<file path="src/rtl/frame_stream_arbiter.sv">
// Two-source frame-granular AXI-Stream arbiter with round-robin tie-break.
// Optional per-source frame counters when FRAME_ARB_STATS_EN is defined.
module frame_stream_arbiter #(
    parameter int DATA_WIDTH = 32,
    parameter int IMG_HEIGHT = 480
) (
    input  logic                  clk,
    input  logic                  resetn,
    input  logic [DATA_WIDTH-1:0] s0_axis_tdata,
    input  logic                  s0_axis_tvalid,
    input  logic                  s0_axis_tlast,
    input  logic                  s0_axis_tuser,
    output logic                  s0_axis_tready,
    input  logic [DATA_WIDTH-1:0] s1_axis_tdata,
    input  logic                  s1_axis_tvalid,
    input  logic                  s1_axis_tlast,
    input  logic                  s1_axis_tuser,
    output logic                  s1_axis_tready,
    output logic [DATA_WIDTH-1:0] m_axis_tdata,
    output logic                  m_axis_tvalid,
    output logic                  m_axis_tlast,
    output logic                  m_axis_tuser,
    input  logic                  m_axis_tready,
    output logic                  grant_id,
    output logic                  busy,
    output logic                  frame_done,
    output logic                  sof_err
`ifdef FRAME_ARB_STATS_EN
    ,
    output logic [15:0]           frames_s0,
    output logic [15:0]           frames_s1
`endif
);

    localparam int CW = (IMG_HEIGHT > 1) ? $clog2(IMG_HEIGHT) : 1;
    localparam logic [CW-1:0] LAST_LINE = CW'(IMG_HEIGHT - 1);

    typedef enum logic {IDLE = 1'b0, GRANT = 1'b1} state_t;

    state_t        state;
    state_t        state_nxt;
    logic          gid;
    logic          last_id;
    logic          live;
    logic          en;
    logic [CW-1:0] line_cnt;
    logic          done_q;
    logic          err_q;
    logic          req0;
    logic          req1;
    logic          pick;
    logic          grab;
    logic          junk;
    logic          beat;
    logic          frame_end;

    // live stays low for the reset cycles and the first cycle after them
    assign en        = live & resetn;
    assign req0      = s0_axis_tvalid & s0_axis_tuser;
    assign req1      = s1_axis_tvalid & s1_axis_tuser;
    assign pick      = (req0 & req1) ? ~last_id : req1;
    assign grab      = en & (state == IDLE) & (req0 | req1);
    assign junk      = en & (state == IDLE) &
                       ((s0_axis_tvalid & ~s0_axis_tuser) |
                        (s1_axis_tvalid & ~s1_axis_tuser));
    assign beat      = m_axis_tvalid & m_axis_tready & m_axis_tlast;
    assign frame_end = beat & (line_cnt == LAST_LINE);

    assign grant_id   = gid;
    assign busy       = (state == GRANT) & resetn;
    assign frame_done = done_q & resetn;
    assign sof_err    = err_q & resetn;

    // State register
    always_ff @(posedge clk) begin
        if (!resetn) state <= IDLE;
        else         state <= state_nxt;
    end

    // Next state: grant on any SOF request, release on the frame's last line
    always_comb begin
        state_nxt = state;
        case (state)
            IDLE:    if (grab)      state_nxt = GRANT;
            GRANT:   if (frame_end) state_nxt = IDLE;
            default:                state_nxt = IDLE;
        endcase
    end

    // Outputs: discard non-SOF beats in IDLE, pass the granted source through in GRANT
    always_comb begin
        s0_axis_tready = 1'b0;
        s1_axis_tready = 1'b0;
        m_axis_tvalid  = 1'b0;
        m_axis_tdata   = gid ? s1_axis_tdata : s0_axis_tdata;
        m_axis_tlast   = gid ? s1_axis_tlast : s0_axis_tlast;
        m_axis_tuser   = gid ? s1_axis_tuser : s0_axis_tuser;
        case (state)
            IDLE: begin
                s0_axis_tready = en & s0_axis_tvalid & ~s0_axis_tuser;
                s1_axis_tready = en & s1_axis_tvalid & ~s1_axis_tuser;
            end
            GRANT: begin
                if (gid) begin
                    m_axis_tvalid  = en & s1_axis_tvalid;
                    s1_axis_tready = en & m_axis_tready;
                end else begin
                    m_axis_tvalid  = en & s0_axis_tvalid;
                    s0_axis_tready = en & m_axis_tready;
                end
            end
            default: ;
        endcase
    end

    // Grant, round-robin pointer, line counter and status pulses
    always_ff @(posedge clk) begin
        if (!resetn) begin
            live     <= 1'b0;
            gid      <= 1'b0;
            last_id  <= 1'b1;
            line_cnt <= '0;
            done_q   <= 1'b0;
            err_q    <= 1'b0;
        end else begin
            live   <= 1'b1;
            done_q <= frame_end;
            err_q  <= junk;
            if (grab) gid <= pick;
            if (beat) begin
                if (frame_end) begin
                    line_cnt <= '0;
                    last_id  <= gid;
                end else begin
                    line_cnt <= line_cnt + 1'b1;
                end
            end
        end
    end

`ifdef FRAME_ARB_STATS_EN
    // Per-source completed-frame counters, wrapping at 16 bits
    always_ff @(posedge clk) begin
        if (!resetn) begin
            frames_s0 <= '0;
            frames_s1 <= '0;
        end else if (frame_end) begin
            if (gid) frames_s1 <= frames_s1 + 16'd1;
            else     frames_s0 <= frames_s0 + 16'd1;
        end
    end
`endif

endmodule
</file>
<file path="config.mk">
export PLATFORM = sky130hd
export DESIGN_NAME = frame_stream_arbiter
export DESIGN_NICKNAME = d
export VERILOG_FILES = /design/src/rtl/frame_stream_arbiter.sv
export SDC_FILE = /design/constraint.sdc
export NUM_CORES = 1
export LEC_CHECK = 0
export ABC_AREA = 1
export BUFFER_PORTS_ARGS = -buffer_cell sky130_fd_sc_hd__buf_4
export CAP_MARGIN = 20
export CELL_PAD_IN_SITES_DETAIL_PLACEMENT = 2
export CELL_PAD_IN_SITES_GLOBAL_PLACEMENT = 2
export CORE_MARGIN = 1
export CORE_UTILIZATION = 15
export CTS_CLUSTER_DIAMETER = 40
export CTS_CLUSTER_SIZE = 8
export DETAILED_ROUTE_END_ITERATION = 8
export GPL_TIMING_DRIVEN = 1
export PLACE_DENSITY = 0.83
export RECOVER_POWER = 100
export SETUP_SLACK_MARGIN = 0.3
export SYNTH_ARGS = -nofsm -noshare
export SYNTH_HDL_FRONTEND = slang
export SYNTH_SLANG_ARGS = --single-unit
export TNS_END_PERCENT = 10
</file>
<file path="constraint.sdc">
create_clock -name clk -period 1.3 [get_ports clk]
set_input_delay 0.065 -clock clk [delete_from_list [all_inputs] [get_ports clk]]
set_output_delay 0.065 -clock clk [all_outputs]
set_load 0.005 [all_outputs]
</file>
==> summary.md <==
The I/O pin count is 114. For the overall track demand over capacity in global routing, the log shows 0.134. The tools report the root cell of the clock tree as sky130_fd_sc_hd__clkbuf_8. The type of the setup path with the least slack is reg2out.

The worst endpoint data arrival time was 1210 ps; the required time of the worst setup path was 1240 ps. The global-route wire length before repair is 9720 um, and the number of buffers on the longest clock path is 2. The clock drives 15 sinks. The tools report the number of distinct library cells after synthesis as 25. The synthesized-area fraction occupied by xor and xnor cells was 0.00664. At the end of the flow, the number of nets in the layout was 434. When the netlist entered floorplanning its net count stood at 301. The number of synthesized flops with an enable pin is 0, and the share of Yosys cell area claimed by the top area cell type is 0.367.

Number of warnings issued by yosys: 0. Sequential area share after synthesis: 0.228. TritonCTS built the clock tree.

At the pin with the least slew margin, the transition time is 233 ps. Of all cell types, the one taking the most synthesized area is sky130_fd_sc_hd__nand2_1. Largest family of logic cells by synthesized area: simple AND/OR/NAND/NOR gates.

The number of placed instances, taps included, is 447. The number of cells on the worst reg-to-reg path was 8; the smallest hold slack was 48.6 ps. Across the whole layout, storage elements account for 315 um2. After synthesis, the most frequently instantiated cells are 129 x sky130_fd_sc_hd__nand2_1, 15 x sky130_fd_sc_hd__dfxtp_1, 13 x sky130_fd_sc_hd__inv_1, 13 x sky130_fd_sc_hd__nor2_1, 10 x sky130_fd_sc_hd__nand3_1. For the number of setup violations in the final report, the log shows 0. The worst-path maximum fanout is 3.

Detailed placement finished with a half-perimeter wire length of 5050 um. Setup repair after global routing could not meet its margin everywhere. Across the run, the number of max-cap violations was 0.

Setup total negative slack: 0 ps. The row count is 33. The tools report the kind of end point of the critical path as an output pin. After detailed routing, the number of remaining DRC violations is 0. The die height was 95.8 um; the post-layout total power was 1.38 mW. Utilization of the core after routing: 0.321. By instance count, the leading cell after synthesis is sky130_fd_sc_hd__nand2_1. The share of synthesized registers carrying an async set or reset works out to 0.

For the core outline area, the log shows 8380 um2. Wire length per cell after detailed routing: 13.8 um. STA classifies the critical path startpoint as a register. Derived from the worst setup path, the maximum achievable clock frequency is 0.785 GHz. The final hold violation count came out at 0. The critical path goes through nand2_2, nor2_4, inv_2, o32ai_2, buf_4. The final weighted congestion in routability-driven placement is 0.716. The critical path starts at live$_DFF_P_. In this run, the number of DRC markers left after iteration 0 of detailed routing was 19. The compound-gate portion of the synthesized area works out to 0.0702. The startpoint identified for the worst register-to-register timing path is state$_SDFF_PN0_.

The endpoint identified for the worst register-to-register timing path is line_cnt[6]$_SDFFE_PN0P_. The static power due to leakage was 1.50 nW. Via count of the first global-routing pass: 2147.

After detailed placement, the total cell area comes to 2370 um2. The final-report max-slew violation count was 0; the die width was 95.8 um. Setup slack on the critical path of the routed design comes to 25.7 ps.

Once layout is done, the placed cells without fillers occupy 2690 um2. The area added between synthesis and finish works out to 104%. Across all register-to-register paths, the minimum setup slack is 30 ps. The post-detailed-route count of antenna-violating nets came out at 0.

The repair_antennas step left the layout with diodes totalling 0. Prior to clock tree synthesis, the placed netlist has a worst setup slack of -23.5 ps. For the relative slew slack, the log shows 0.844. The count of buffers added on input and output ports is 113. The run finished with clean final reports. The worst hold path class is in2reg. In the synthesized netlist the dominant register cell turns out to be sky130_fd_sc_hd__dfxtp_1. The die covers 9170 um2. The most critical setup path has its endpoint at s0_axis_tready.

The starting density of the core is 0.157, and the mean cell area of the mapped netlist is 5.81 um2. The synthesized instance count was 227. In the final layout, the multi-input gates occupy 1060 um2.

After clock tree synthesis, the clock-pin slew on the worst setup and hold paths is 70 ps. The final period utilization came out at 0.980. On the final layout, the worst clock skew is 6.72 ps. The number of storage elements in the synthesis netlist is 15. The final wirelength is 6390 um, and the time the final worst path needs with I/O delays and setup is 1270 ps. The number of cells in the finished layout apart from fillers was 464. The master of the slowest instance on the critical path is sky130_fd_sc_hd__dfxtp_2.

The fraction of the mapped netlist area in simple logic gates was 0.595. After filler insertion, the fill cell instance count of the layout stands at 1038. For this design the ratio of total power to cell area is 513 nW/um2. The insertion delay of the later-clocked pin in the worst-skew pair was 250 ps; the fraction of the mapped netlist area in adder cells was 0.00949. In the post-synthesis netlist, the biggest area contributors are sky130_fd_sc_hd__nand2_1 37%, sky130_fd_sc_hd__dfxtp_1 23%, sky130_fd_sc_hd__nand3_1 3.8%, sky130_fd_sc_hd__inv_1 3.7%, sky130_fd_sc_hd__nor2_1 3.7%. For this block, the via count after detailed routing is 1982. The number of buffers inserted during clock tree synthesis is 3, and the delay of the slowest cell on the worst path is 360 ps.

The portion of netlist area occupied by mux cells is 0. The proportion of layout cells with a drive suffix above 1 was 0.560. The synthesized netlist occupies a cell area of 1320 um2. The tools report the initial antenna violation count as 0. After global routing the overflow that remains totals 0. Dividing the detail-routed via count by the number of cells gives 4.27.

The count of TritonRoute iterations in the first routing pass was 3; the number of levels the H-tree was split into was 1. The worst voltage drop across the vdd grid is 237 uV, and the pin count of the biggest net entering global routing is 25.
-- worst max-delay path: cells and delay by family (launching register included) --
family          cells  cell delay (ps)
flops               1              360
buf+inv             2              210
compound gates      1              200
simple gates        2              180
-- logic make-up (layout without fill, tap and decap cells) --
logic type | Yosys count | count (layout)
fa+ha+maj | 1 | 1
buf+inv | 26 | 158
compound gates | 13 | 13
xor+xnor | 1 | 1
simple gates | 171 | 171
flops | 15 | 15
-- sequential cells by signal, summed over array words and instances (netlist names) --
name,flops
done_q,1
grant_id,1
err_q,1
last_id,1
line_cnt,9
live,1
state,1
-- final cells by class --
class	count	share of cell area
Clock buffer	4	0.0167
Multi-Input combinational cell	186	0.394
Timing Repair Buffer	137	0.397
Inverter	17	0.0265
Tap cell	105	0.0488
Sequential cell	15	0.117
-- cells in the final DEF, fill, tap and decap left out, types with 2 or more instances in the layout --
cell type | netlist | final
sky130_fd_sc_hd__a21oi_1 | 4 | 4
sky130_fd_sc_hd__a21oi_2 | 5 | 5
sky130_fd_sc_hd__buf_12 | 0 | 2
sky130_fd_sc_hd__buf_4 | 1 | 130
sky130_fd_sc_hd__buf_6 | 1 | 2
sky130_fd_sc_hd__clkbuf_4 | 0 | 2
sky130_fd_sc_hd__clkbuf_8 | 0 | 3
sky130_fd_sc_hd__dfxtp_1 | 15 | 7
sky130_fd_sc_hd__dfxtp_2 | 0 | 6
sky130_fd_sc_hd__dfxtp_4 | 0 | 2
sky130_fd_sc_hd__inv_1 | 13 | 11
sky130_fd_sc_hd__inv_2 | 4 | 4
sky130_fd_sc_hd__nand2_1 | 129 | 118
sky130_fd_sc_hd__nand2_2 | 4 | 9
sky130_fd_sc_hd__nand2_4 | 3 | 8
sky130_fd_sc_hd__nand3_1 | 10 | 5
sky130_fd_sc_hd__nand3_2 | 4 | 9
sky130_fd_sc_hd__nand3b_4 | 2 | 2
sky130_fd_sc_hd__nand4_1 | 3 | 3
sky130_fd_sc_hd__nor2_1 | 13 | 7
sky130_fd_sc_hd__nor2_2 | 0 | 2
sky130_fd_sc_hd__nor2_4 | 0 | 4
sky130_fd_sc_hd__o32ai_2 | 0 | 2
-- how the worst min path moves through the flow --
stage          slack [ps]           end   start  cells after the start
6_report               50  live$_DFF_P_  resetn                      1
5_1_grt                40  live$_DFF_P_  resetn                      1
4_1_cts                40  live$_DFF_P_  resetn                      1
3_5_place_dp          290  live$_DFF_P_  resetn                      1
3_3_place_gp          290  live$_DFF_P_  resetn                      1
2_1_floorplan          90  live$_DFF_P_  resetn                      0
-- per-layer routing --
metal  global-route usage  vias to the layer above  share of wire
li1                     -                      966              -
met1                0.133                      932           0.35
met2                0.271                       78           0.55
met3               0.0490                        6          0.088
met4               0.0149                        0         0.0086
met5                    0                        -              0
-- repair_timing --
| item | in CTS | in global routing |
|---|---|---|
| resized for setup | 21 | 28 |
| hold buffers | 0 | 0 |
| pin swaps | 9 | 11 |
| buffers inserted | 8 | 5 |
| endpoints found under the setup margin | 51 | 51 |
-- report_power, final --
part | switching, mW | internal, mW
combinational | 0.206 | 0.306
clock | 0.176 | 0.217
sequential | 0.00998 | 0.465
(Power assumes the default switching activity.)
